## src/rtl/ysyx_22041412_clint_pkg.sv

```systemverilog
// Shared constants and types for the CLINT block.
// Address offsets are byte offsets inside the 64 KiB CLINT window.
package ysyx_22041412_clint_pkg;

    localparam logic [15:0] MSIP_BASE     = 16'h0000;
    localparam logic [15:0] MTIMECMP_BASE = 16'h4000;
    localparam logic [15:0] MTIME_OFF     = 16'hBFF8;

    typedef enum logic {
        IDLE,
        RESP
    } state_t;

    typedef enum logic [1:0] {
        T_NONE,
        T_MSIP,
        T_CMP,
        T_MTIME
    } target_t;

endpackage

```

## src/rtl/ysyx_22041412_clint_timebase.sv

```systemverilog
// Prescaler plus free-running 64-bit mtime counter.
// A software write wins over a same-cycle tick and restarts the prescaler.
module ysyx_22041412_clint_timebase #(
    parameter int PRESCALE = 1
) (
    input  logic        clk,
    input  logic        rst,
    input  logic        tick_en,
    input  logic        wr_en,
    input  logic [63:0] wr_data,
    output logic [63:0] mtime
);

    localparam int PW = (PRESCALE > 1) ? $clog2(PRESCALE) : 1;
    localparam logic [PW-1:0] TERM = PW'(PRESCALE - 1);

    logic [PW-1:0] presc;

    always_ff @(posedge clk) begin
        if (rst) begin
            mtime <= '0;
            presc <= '0;
        end else if (wr_en) begin
            mtime <= wr_data;
            presc <= '0;
        end else if (tick_en) begin
            if (presc == TERM) begin
                presc <= '0;
                mtime <= mtime + 64'd1;
            end else begin
                presc <= presc + PW'(1);
            end
        end
    end

endmodule

```

## src/rtl/ysyx_22041412_clint.sv

```systemverilog
// Core-local interruptor: MSIP, per-hart MTIMECMP and a shared MTIME,
// behind a single-outstanding valid/ready request/response port.
module ysyx_22041412_clint
    import ysyx_22041412_clint_pkg::*;
#(
    parameter int NHART    = 2,
    parameter int PRESCALE = 1
) (
    input  logic             clk,
    input  logic             rst,
    input  logic             tick_en,
    input  logic             req_valid,
    output logic             req_ready,
    input  logic             req_we,
    input  logic [15:0]      req_addr,
    input  logic [63:0]      req_wdata,
    output logic             rsp_valid,
    input  logic             rsp_ready,
    output logic [63:0]      rsp_rdata,
    output logic             rsp_err,
    output logic [NHART-1:0] mtip,
    output logic [NHART-1:0] msip
);

    localparam logic [15:0] MSIP_SPAN = 16'(4 * NHART);
    localparam logic [15:0] CMP_SPAN  = 16'(8 * NHART);

    state_t      state;
    state_t      state_nxt;
    target_t     tgt;
    logic [2:0]  hart;
    logic [15:0] off_msip;
    logic [15:0] off_cmp;
    logic [63:0] rd_data;
    logic [63:0] mtime;
    logic [63:0] cmp [NHART];
    logic        acc;
    logic        wr;

    assign off_msip = req_addr - MSIP_BASE;
    assign off_cmp  = req_addr - MTIMECMP_BASE;

    // Out-of-window offsets wrap to large values and fail the span test.
    always_comb begin
        tgt  = T_NONE;
        hart = '0;
        unique case (1'b1)
            (req_addr == MTIME_OFF): begin
                tgt = T_MTIME;
            end
            (off_cmp < CMP_SPAN && off_cmp[2:0] == 3'd0): begin
                tgt  = T_CMP;
                hart = off_cmp[5:3];
            end
            (off_msip < MSIP_SPAN && off_msip[1:0] == 2'd0): begin
                tgt  = T_MSIP;
                hart = off_msip[4:2];
            end
            default: begin
                tgt = T_NONE;
            end
        endcase
    end

    always_comb begin
        rd_data = '0;
        case (tgt)
            T_MSIP: begin
                for (int h = 0; h < NHART; h++)
                    if (hart == 3'(h)) rd_data = {63'd0, msip[h]};
            end
            T_CMP: begin
                for (int h = 0; h < NHART; h++)
                    if (hart == 3'(h)) rd_data = cmp[h];
            end
            T_MTIME: rd_data = mtime;
            default: rd_data = '0;
        endcase
    end

    always_ff @(posedge clk) begin
        if (rst) state <= IDLE;
        else     state <= state_nxt;
    end

    always_comb begin
        state_nxt = state;
        req_ready = 1'b0;
        rsp_valid = 1'b0;
        case (state)
            IDLE: begin
                req_ready = 1'b1;
                if (req_valid) state_nxt = RESP;
            end
            RESP: begin
                rsp_valid = 1'b1;
                if (rsp_ready) state_nxt = IDLE;
            end
            default: state_nxt = IDLE;
        endcase
    end

    assign acc = req_ready && req_valid;
    assign wr  = acc && req_we && (tgt != T_NONE);

    always_ff @(posedge clk) begin
        if (rst) begin
            rsp_rdata <= '0;
            rsp_err   <= 1'b0;
        end else if (acc) begin
            rsp_rdata <= (req_we || tgt == T_NONE) ? 64'd0 : rd_data;
            rsp_err   <= (tgt == T_NONE);
        end
    end

    ysyx_22041412_clint_timebase #(
        .PRESCALE(PRESCALE)
    ) u_timebase (
        .clk    (clk),
        .rst    (rst),
        .tick_en(tick_en),
        .wr_en  (wr && tgt == T_MTIME),
        .wr_data(req_wdata),
        .mtime  (mtime)
    );

    for (genvar g = 0; g < NHART; g++) begin : g_hart
        logic        sel;
        logic [63:0] cmp_r;
        logic        mtip_r;
        logic        msip_r;

        assign sel = (hart == 3'(g));

        // Compare on registered values so mtip lags its cause by one cycle.
        always_ff @(posedge clk) begin
            if (rst) begin
                cmp_r  <= '1;
                mtip_r <= 1'b0;
                msip_r <= 1'b0;
            end else begin
                if (wr && tgt == T_CMP && sel) cmp_r <= req_wdata;
                if (wr && tgt == T_MSIP && sel) msip_r <= req_wdata[0];
                mtip_r <= (mtime >= cmp_r);
            end
        end

        assign cmp[g]  = cmp_r;
        assign mtip[g] = mtip_r;
        assign msip[g] = msip_r;
    end

endmodule

```

## config.mk

```make
export PLATFORM = sky130hd
export DESIGN_NAME = ysyx_22041412_clint
export DESIGN_NICKNAME = d
export VERILOG_FILES = /design/src/rtl/ysyx_22041412_clint_pkg.sv /design/src/rtl/ysyx_22041412_clint_timebase.sv /design/src/rtl/ysyx_22041412_clint.sv
export SDC_FILE = /design/constraint.sdc
export NUM_CORES = 1
export LEC_CHECK = 0
export CAP_MARGIN = 30
export CORE_MARGIN = 1.5
export CORE_UTILIZATION = 30
export CTS_CLUSTER_DIAMETER = 100
export DETAILED_ROUTE_END_ITERATION = 10
export GPL_ROUTABILITY_DRIVEN = 1
export MAX_ROUTING_LAYER = met4
export PLACE_DENSITY = 0.49
export SYNTH_ARGS = -nofsm -noshare
export SYNTH_HDL_FRONTEND = slang
export SYNTH_SLANG_ARGS = --single-unit
```

## constraint.sdc

```tcl
create_clock -name clk -period 2.86 [get_ports clk]
set_clock_uncertainty 0.15 [all_clocks]
set_input_delay 0.572 -clock clk [delete_from_list [all_inputs] [get_ports clk]]
set_output_delay 0.572 -clock clk [all_outputs]
set_load 0.01 [all_outputs]
```

==> results of run 1 <==
[cell usage after synthesis (all sizes together) (10+ instances only)]
cell | number | area, sq um
a211oi | 66 | 495
nand3 | 38 | 190
a21oi | 103 | 515
nand2 | 45 | 169
inv | 134 | 503
dfxtp | 262 | 5250
o21ai | 85 | 425
nand4 | 49 | 319
and3 | 13 | 81.3
a21o | 11 | 82.6
and4 | 18 | 158
nor3 | 18 | 100
buf | 35 | 246
nor4 | 10 | 90.1
ha | 129 | 1610
nor2 | 280 | 1050
clkbuf | 71 | 268
xnor2 | 19 | 166
a22oi | 63 | 473
xor2 | 43 | 377
a211o | 128 | 1120
[per-layer routing]
metal / track usage, % / wire length [um] / vias up / share of wire [%]
met3: 2.50 / 1750 / 46 / 3.8
li1: - / - / 6472 / -
met1: 26.7 / 23300 / 6078 / 50
met2: 30.4 / 20800 / 240 / 45
met4: 3.76 / 662 / 0 / 1.4
met5: - / 0 / - / 0
[worst register-to-register path, delay by kind of cell, from the launching register on]
kind	cells	cell delay [ns]
buffers and inverters	2	0.24
AO/OA/AOI/OAI	3	0.61
flip-flops	1	0.31
AND/OR/NAND/NOR	3	1.00
adder cells (fa/ha/maj)	1	0.31
[cell type report]
class,instances,share of cell area (%)
Inverter,134,2.76
Multi-Input combinational cell,1188,44.2
Clock buffer,49,5.18
Clock inverter,6,0.316
Tap cell,607,4.17
Sequential cell,262,28.8
Timing Repair Buffer,271,14.6
[sequential cells by signal (all words and copies together) (netlist names)]
register,cells
g_hart.cmp_r,128
rsp_rdata,64
u_timebase.mtime,64
g_hart.msip_r,2
g_hart.mtip_r,2
rsp_err,1
state,1
[stage by stage]
stage | power [mW] | setup WS, ns | cells | setup TNS [ns]
2_1_floorplan | 3.89 | 0.245 | 1690 | 0
3_3_place_gp | 4.18 | -0.335 | 2462 | -45.25
3_5_place_dp | 4.18 | -0.357 | 2462 | -47.54
4_1_cts | 8.11 | 0.0858 | 2517 | 0
5_1_grt | 8.29 | 0.0149 | 2517 | 0
6_report | 8.00 | 0.182 | 2517 | 0
[cell usage in the layout (no fill, tap or decap), types with 4 or more instances in the layout]
cell type and instances:
xor2_1 43, nor4_1 7, nor3_1 15, o211ai_1 4
a22oi_1 63, clkbuf_16 31, clkbuf_8 10, a21o_1 11
nor2_1 279, dfxtp_1 262, a211oi_1 66, buf_4 97
a21oi_1 103, clkinv_2 4, nand2_1 45, nand4_1 47
buf_12 18, mux2i_1 5, and2_1 7, nand2b_1 7
a211o_1 128, xnor2_1 19, a221oi_1 6, nor2b_1 5
clkdlybuf4s50_1 155, ha_1 129, and3_1 13, and4_1 18
inv_1 134, or4_1 4, o21ai_0 85, nand3_1 37
clkbuf_1 8
[power by group through the flow]
stage	Combinational [mW]	Clock, mW	Sequential, mW
floorplan	0.149	0	3.74
global placement	0.438	0	3.74
detailed placement	0.436	0	3.74
CTS	0.438	4.01	3.66
global route	0.470	4.16	3.66
finish	0.436	3.90	3.66
[worst min-delay path by stage]
stage,from,endpoint,slack (ns)
finish,rst,g_hart[0].msip_r,0.13
global route,rst,g_hart[1].msip_r,0.11
CTS,rst,g_hart[1].msip_r,0.1
detailed placement,rsp_err,rsp_err,0.32
global placement,rsp_err,rsp_err,0.31
floorplan,g_hart[0].msip_r,g_hart[0].msip_r,0.33
[cells by family (layout without fill, tap and decap cells)]
family | after synthesis | count (layout) | share of synthesized area (%)
AOI/OAI and AO/OA | 491 | 491 | 23.9
xor gates and xnor gates | 62 | 62 | 3.81
adders and majority gates | 129 | 129 | 11.3
buffers and inverters | 240 | 460 | 7.14
DFF | 262 | 262 | 36.8
muxes | 5 | 5 | 0.351
and+or+nand+nor | 501 | 501 | 16.7
==> flow_metrics.env, run 1 <==
export IMPL_finalCritPeriodShare_pct=93.6
export IMPL_synth_cell_types=55
export IMPL_setup_viol=0
export IMPL_path_cells="clkdlybuf4s50_1, or4_1, nor2b_2, buf_4, a41oi_4, nor3_4, buf_4, buf_12, nor2_1, a211o_1"
export IMPL_cp_startpoint="req_addr[6]"
export IMPL_outcome="complete, but fails checks"
export IMPL_crit_cells=10
export IMPL_max_slew_margin_pct=35.1
export IMPL_cts_sinks=262
export IMPL_worst_pin_slew_ns=0.973
export IMPL_gp_congestion=0.846
export IMPL_cts_buffers=30
export IMPL_avgViaCountPerCell=5.10
export IMPL_worst_hold_path_num_cells=2
export IMPL_drc_errors=12
export IMPL_ios=157
export IMPL_hold_path_class="input port to flop"
export IMPL_ctsHoldBuffers=0
export IMPL_clkTransAtPathRegs_ns=0.06
export IMPL_start_util_pct=30.5
export IMPL_whs_ns=0.129
export IMPL_worstPathMaxFanout=42
export IMPL_avgSynthCellArea_sq_um=8.43
export IMPL_fillers=4808
export IMPL_drive_gt1_share_pct=9.37
export IMPL_rrSetupSlack_ns=0.21
export IMPL_grtUsageTotal_pct=19.4
export IMPL_drtIter0Drc=819
export IMPL_required_ns=3.16
export IMPL_critPathCapture="g_hart[1].cmp_r[62]"
export IMPL_path_class="input port to flop"
export IMPL_leakagePower_nw=8.23
export IMPL_worstSetupEndpointType="flop"
export IMPL_slowest_stage="or4_1"
export IMPL_multi_input_area_sq_um=8060
export IMPL_num_rows=79
export IMPL_fin_util_pct=39.0
export IMPL_placed_cell_area_sq_um=17200
export IMPL_post_cts_buffers=0
export IMPL_die_y_um=221
export IMPL_synth_ff_type="dfxtp_1"
export IMPL_grt_pass1_vias=12600
export IMPL_vias=12800
export IMPL_combPwrFrac_pct=5.4
export IMPL_overflow=0
export IMPL_first_pass_iters=10
export IMPL_clk_latency_ns=0.57
export IMPL_arrival_ns=2.97
export IMPL_grt_pass1_wl_um=73200
export IMPL_p_sw_mw=1.84
export IMPL_slowest_delay_ns=0.59
export IMPL_antennaDiodeCount=0
export IMPL_dieArea_sq_um=48800
export IMPL_core_sq_um=46800
export IMPL_synth_edf_count=0
export IMPL_yosysWarnings=0
export IMPL_ys_seq_area_share_pct=36.8
export IMPL_slew_viol_final=0
export IMPL_final_antenna_net_count=0
export IMPL_start_kind="input port"
export IMPL_postCtsResizedCells=0
export IMPL_antenna_found_initial=0
export IMPL_htree_levels=1
export IMPL_pwr_share_seq_pct=45.8
export IMPL_crit_buf_inv=4
export IMPL_ir_worst_vdd_uv=369
export IMPL_reg2reg_to="g_hart[1].mtip_r"
export IMPL_num_nets_final=2102
export IMPL_reg2reg_depth=9
export IMPL_ys_ff_latch=262
export IMPL_synthCells=1690
export IMPL_cts_path_max_buffers=3
export IMPL_powerDensity_nw_per_um2=439
export IMPL_portBuffers=156
export IMPL_wl_per_cell_um=18.5
export IMPL_cts_root_buf="clkbuf_16"
export IMPL_die_x_um=221
export IMPL_min_period_ns=2.68
export IMPL_switching_share_pct=23.0
export IMPL_syn_area_sq_um=14300
export IMPL_area_growth_pct=27.8
export IMPL_cts_tree="built"
export IMPL_grt_max_degree=97
export IMPL_regArea_sq_um=5250
export IMPL_rsz0062_at_grt="no"
export IMPL_maxCapViolCount=0
export IMPL_synth_nets=1905
export IMPL_fmax_mhz=373
export IMPL_p_int_mw=6.16
export IMPL_wirelength_um=46600
export IMPL_cpMostUsedCell="buf_4"
export IMPL_postSynth_asyncResetShare_pct=0
export IMPL_violations="design-rule violations"
export IMPL_finalHoldViolations=0
export IMPL_hpwl_um=34000
export IMPL_power_frac_clock_pct=48.8
export IMPL_design_area_sq_um=18200
export IMPL_crit_family="simple AND/OR/NAND/NOR gates"
export IMPL_reg2reg_from="g_hart[1].cmp_r[11]"
(Power assumes the default switching activity.)
==> run 2: changes to the inputs <==
--- a/config.mk
+++ b/config.mk
@@ -7,12 +7,13 @@
 export LEC_CHECK = 0
 export CAP_MARGIN = 30
 export CORE_MARGIN = 1.5
-export CORE_UTILIZATION = 30
+export CORE_UTILIZATION = 58
 export CTS_CLUSTER_DIAMETER = 100
 export DETAILED_ROUTE_END_ITERATION = 10
 export GPL_ROUTABILITY_DRIVEN = 1
 export MAX_ROUTING_LAYER = met4
-export PLACE_DENSITY = 0.49
+export PLACE_DENSITY = 0.82
 export SYNTH_ARGS = -nofsm -noshare
 export SYNTH_HDL_FRONTEND = slang
+export SYNTH_HIERARCHICAL = 1
 export SYNTH_SLANG_ARGS = --single-unit
==> run 2 against run 1 <==
The flow now finishes without violations. Non-clock buffer count decreased by 34. Hold slack improved by 0.15 ns. Register-to-register slack worse by 0.07 ns. Setup slack got worse by 0.045 ns. Combinational power fell by 19%. Global-route usage grew 14 points. Largest power group unchanged. Highest routed layer unchanged.
==> flow_metrics.env, run 2 <==
export IMPL_cpMostUsedCell="o211ai_1"
export IMPL_portBuffers=156
export IMPL_fmax_mhz=367
export IMPL_clk_latency_ns=0.55
export IMPL_p_sw_mw=1.77
export IMPL_grt_pass1_vias=14200
export IMPL_top_register="g_hart.cmp_r"
export IMPL_rsz0062_at_grt="no"
export IMPL_pwr_share_seq_pct=45.5
export IMPL_cts_root_buf="clkbuf_16"
export IMPL_mostFrequentLayoutCell="nand2_1"
export IMPL_layout_common_cells="407 x nand2_1, 262 x dfxtp_1, 155 x clkdlybuf4s50_1, 140 x inv_1, 136 x o211ai_1"
export IMPL_worstPathMaxFanout=5
export IMPL_cts_sinks=262
export IMPL_synthCells=1834
export IMPL_drtIter0Drc=1441
export IMPL_post_cts_buffers=0
export IMPL_synthXorXnorAreaFrac_pct=3.03
export IMPL_setup_tns_ns=0
export IMPL_synth_compound_area_share_pct=22.5
export IMPL_max_slew_margin_pct=58.7
export IMPL_powerDensity_nw_per_um2=436
export IMPL_use_met2_pct=55.7
export IMPL_syn_area_sq_um=15000
export IMPL_synth_area_top_cells="dfxtp_1 35%, ha_1 11%, nand2_1 10%"
export IMPL_pre_cts_ws_ns=-0.271
export IMPL_synth_most_common_cell="nand2_1"
export IMPL_num_rows=58
export IMPL_switching_share_pct=21.9
export IMPL_grtUsageMet1_pct=42.1
export IMPL_ctsHoldBuffers=0
export IMPL_dieArea_sq_um=26900
export IMPL_vias=14600
export IMPL_ir_worst_vdd_uv=354
export IMPL_synth_cell_types=57
export IMPL_grt_busiest_layer="met2"
export IMPL_synth_nets=2049
export IMPL_ios=157
export IMPL_avgSynthCellArea_sq_um=8.21
export IMPL_htree_levels=1
export IMPL_core_sq_um=25300
export IMPL_area_growth_pct=22.6
export IMPL_finalHoldViolations=0
export IMPL_cts_buffers=28
export IMPL_num_nets_final=2203
export IMPL_setup_viol=0
export IMPL_grt_max_degree=77
export IMPL_first_pass_iters=8
export IMPL_start_util_pct=59.4
export IMPL_synth_ff_type="dfxtp_1"
export IMPL_synth_top_family_by_area="compound AO/OA/AOI/OAI gates"
export IMPL_min_period_ns=2.72
export IMPL_path_cells="ha_1, a21oi_1, o211ai_1, a311oi_2, o211ai_1, a2111oi_2, buf_4, a211oi_1"
export IMPL_drc_errors=0
export IMPL_maxCapViolCount=0
export IMPL_antennaDiodeCount=0
export IMPL_largest_reg_flops=128
export IMPL_synth_simple_area_share_pct=21.0
export IMPL_start_kind="flop"
export IMPL_overflow=0
export IMPL_slew_viol_final=0
export IMPL_synthMuxAreaShare_pct=1.01
export IMPL_required_ns=3.12
export IMPL_slowest_stage="dfxtp_1"
export IMPL_combPwrFrac_pct=4.4
export IMPL_instances_no_fill=2339
export IMPL_crit_buf_inv=1
export IMPL_final_antenna_net_count=0
export IMPL_grtUsageTotal_pct=33.7
export IMPL_finalCritPeriodShare_pct=95.2
export IMPL_power_frac_clock_pct=50.1
export IMPL_ys_top_cells_by_count="408 x nand2_1, 262 x dfxtp_1, 141 x inv_1"
export IMPL_die_x_um=164
export IMPL_avgViaCountPerCell=6.23
export IMPL_hold_path_class="input port to flop"
export IMPL_postSynth_asyncResetShare_pct=0
export IMPL_slowest_delay_ns=0.51
export IMPL_drive_gt1_share_pct=11.4
export IMPL_wl_per_cell_um=18.8
export IMPL_p_int_mw=6.28
export IMPL_yosysTopAreaCellShare_pct=34.9
export IMPL_dp_cells=2288
export IMPL_arrival_ns=2.98
export IMPL_synth_edf_count=0
export IMPL_cts_path_max_buffers=3
export IMPL_use_met3_pct=4.47
export IMPL_worst_pin_slew_ns=0.611
export IMPL_fin_ws_ns=0.137
export IMPL_die_y_um=164
export IMPL_cts_tree="built"
export IMPL_yosysWarnings=6
export IMPL_crit_family="compound AO/OA/AOI/OAI gates"
export IMPL_synth_top_area_cell="dfxtp_1"
export IMPL_wirelength_um=44100
export IMPL_ys_seq_area_share_pct=34.9
export IMPL_clkTransAtPathRegs_ns=0.07
export IMPL_antenna_found_initial=0
export IMPL_path_class="flop to flop"
export IMPL_hpwl_um=31500
export IMPL_ys_ff_latch=262
export IMPL_gp_congestion=0.932
export IMPL_leakagePower_nw=8.06
export IMPL_biggestRegsByFlops="g_hart.cmp_r (128), rsp_rdata (64), u_timebase/mtime (64)"
export IMPL_worstSetupEndpointType="flop"
export IMPL_yosys_area_share_adder_pct=10.7
export IMPL_outcome="completed"
export IMPL_grt_pass1_wl_um=71300
run 2: cell count changes after synthesis, sizes merged, moves of 27 or more:
| cell | previous run | this run |
|---|---|---|
| a211o | 128 | 0 |
| nand2 | 45 | 408 |
| a211oi | 66 | 97 |
| nor2 | 280 | 105 |
| a21oi | 103 | 65 |
| o211ai | 4 | 136 |
| a22oi | 63 | 2 |
| o21ai | 85 | 21 |
| xor2 | 43 | 16 |
| a221oi | 6 | 68 |
run 2: power by group through the flow:
| stage | combinational (mW) | clock, mW | sequential (mW) |
|---|---|---|---|
| 2_1_floorplan | 0.111 | 0 | 3.74 |
| 6_report | 0.354 | 4.03 | 3.66 |
| 3_5_place_dp | 0.348 | 0 | 3.74 |
| 3_3_place_gp | 0.348 | 0 | 3.74 |
| 4_1_cts | 0.350 | 4.05 | 3.66 |
| 5_1_grt | 0.371 | 4.21 | 3.66 |
run 2: path summary, 6_finish.rpt:
| path | start | end | slack, ns | cells after the start |
|---|---|---|---|---|
| worst max-delay path | u_timebase/mtime[51] | g_hart[0].mtip_r | 0.14 | 8 |
| worst min-delay path | rst | u_timebase/mtime[27] | 0.27 | 2 |
| worst min register to register | rsp_err | rsp_err | 0.31 | 2 |
| worst max register to register | u_timebase/mtime[51] | g_hart[0].mtip_r | 0.14 | 8 |
run 2: worst reg2reg max path, cell delays in order (launching register included):
cell       delay, ns
dfxtp_1         0.51
ha_1            0.31
a21oi_1         0.14
o211ai_1        0.13
a311oi_2        0.39
o211ai_1        0.27
a2111oi_2       0.45
buf_4           0.18
a211oi_1        0.06
run 2: routing by layer:
layer  wire length, um  part of all wire [%]
met5                 0                     0
met4              1360                   3.1
met3              3230                   7.3
met2             21100                    48
met1             18400                    42
run 2: logic make-up (layout without fill, tap and decap cells):
logic type | after synthesis | count (layout)
buffers and inverters | 255 | 430
muxes | 15 | 15
xor gates and xnor gates | 52 | 52
and+or+nand+nor | 696 | 696
AOI/OAI and AO/OA | 425 | 425
adders and majority gates | 129 | 129
DFF | 262 | 262
run 2: final cells by class:
type                       count  area, sq um
multi-input combinational   1317         8810
sequential                   262         5250
tap                          330          413
clock buffer                  40          877
timing repair buffer         237         2410
fill                        1901         6880
clock inverter                11          161
inverter                     142          534
run 2: stage by stage:
stage	total power, mW	instance area (sq um)	utilization (%)	hold WS, ns
floorplan	3.85	15100	-	0.318
global placement	4.09	17400	68.7	0.296
detailed placement	4.09	17400	68.7	0.309
CTS	8.07	18400	72.8	0.255
global route	8.24	18500	72.9	0.275
finish	8.05	18500	72.9	0.275
run 2: repair_timing:
item,CTS,global route
gates cloned,0,0
endpoints found under the setup margin,1,1
resized for setup,1,3
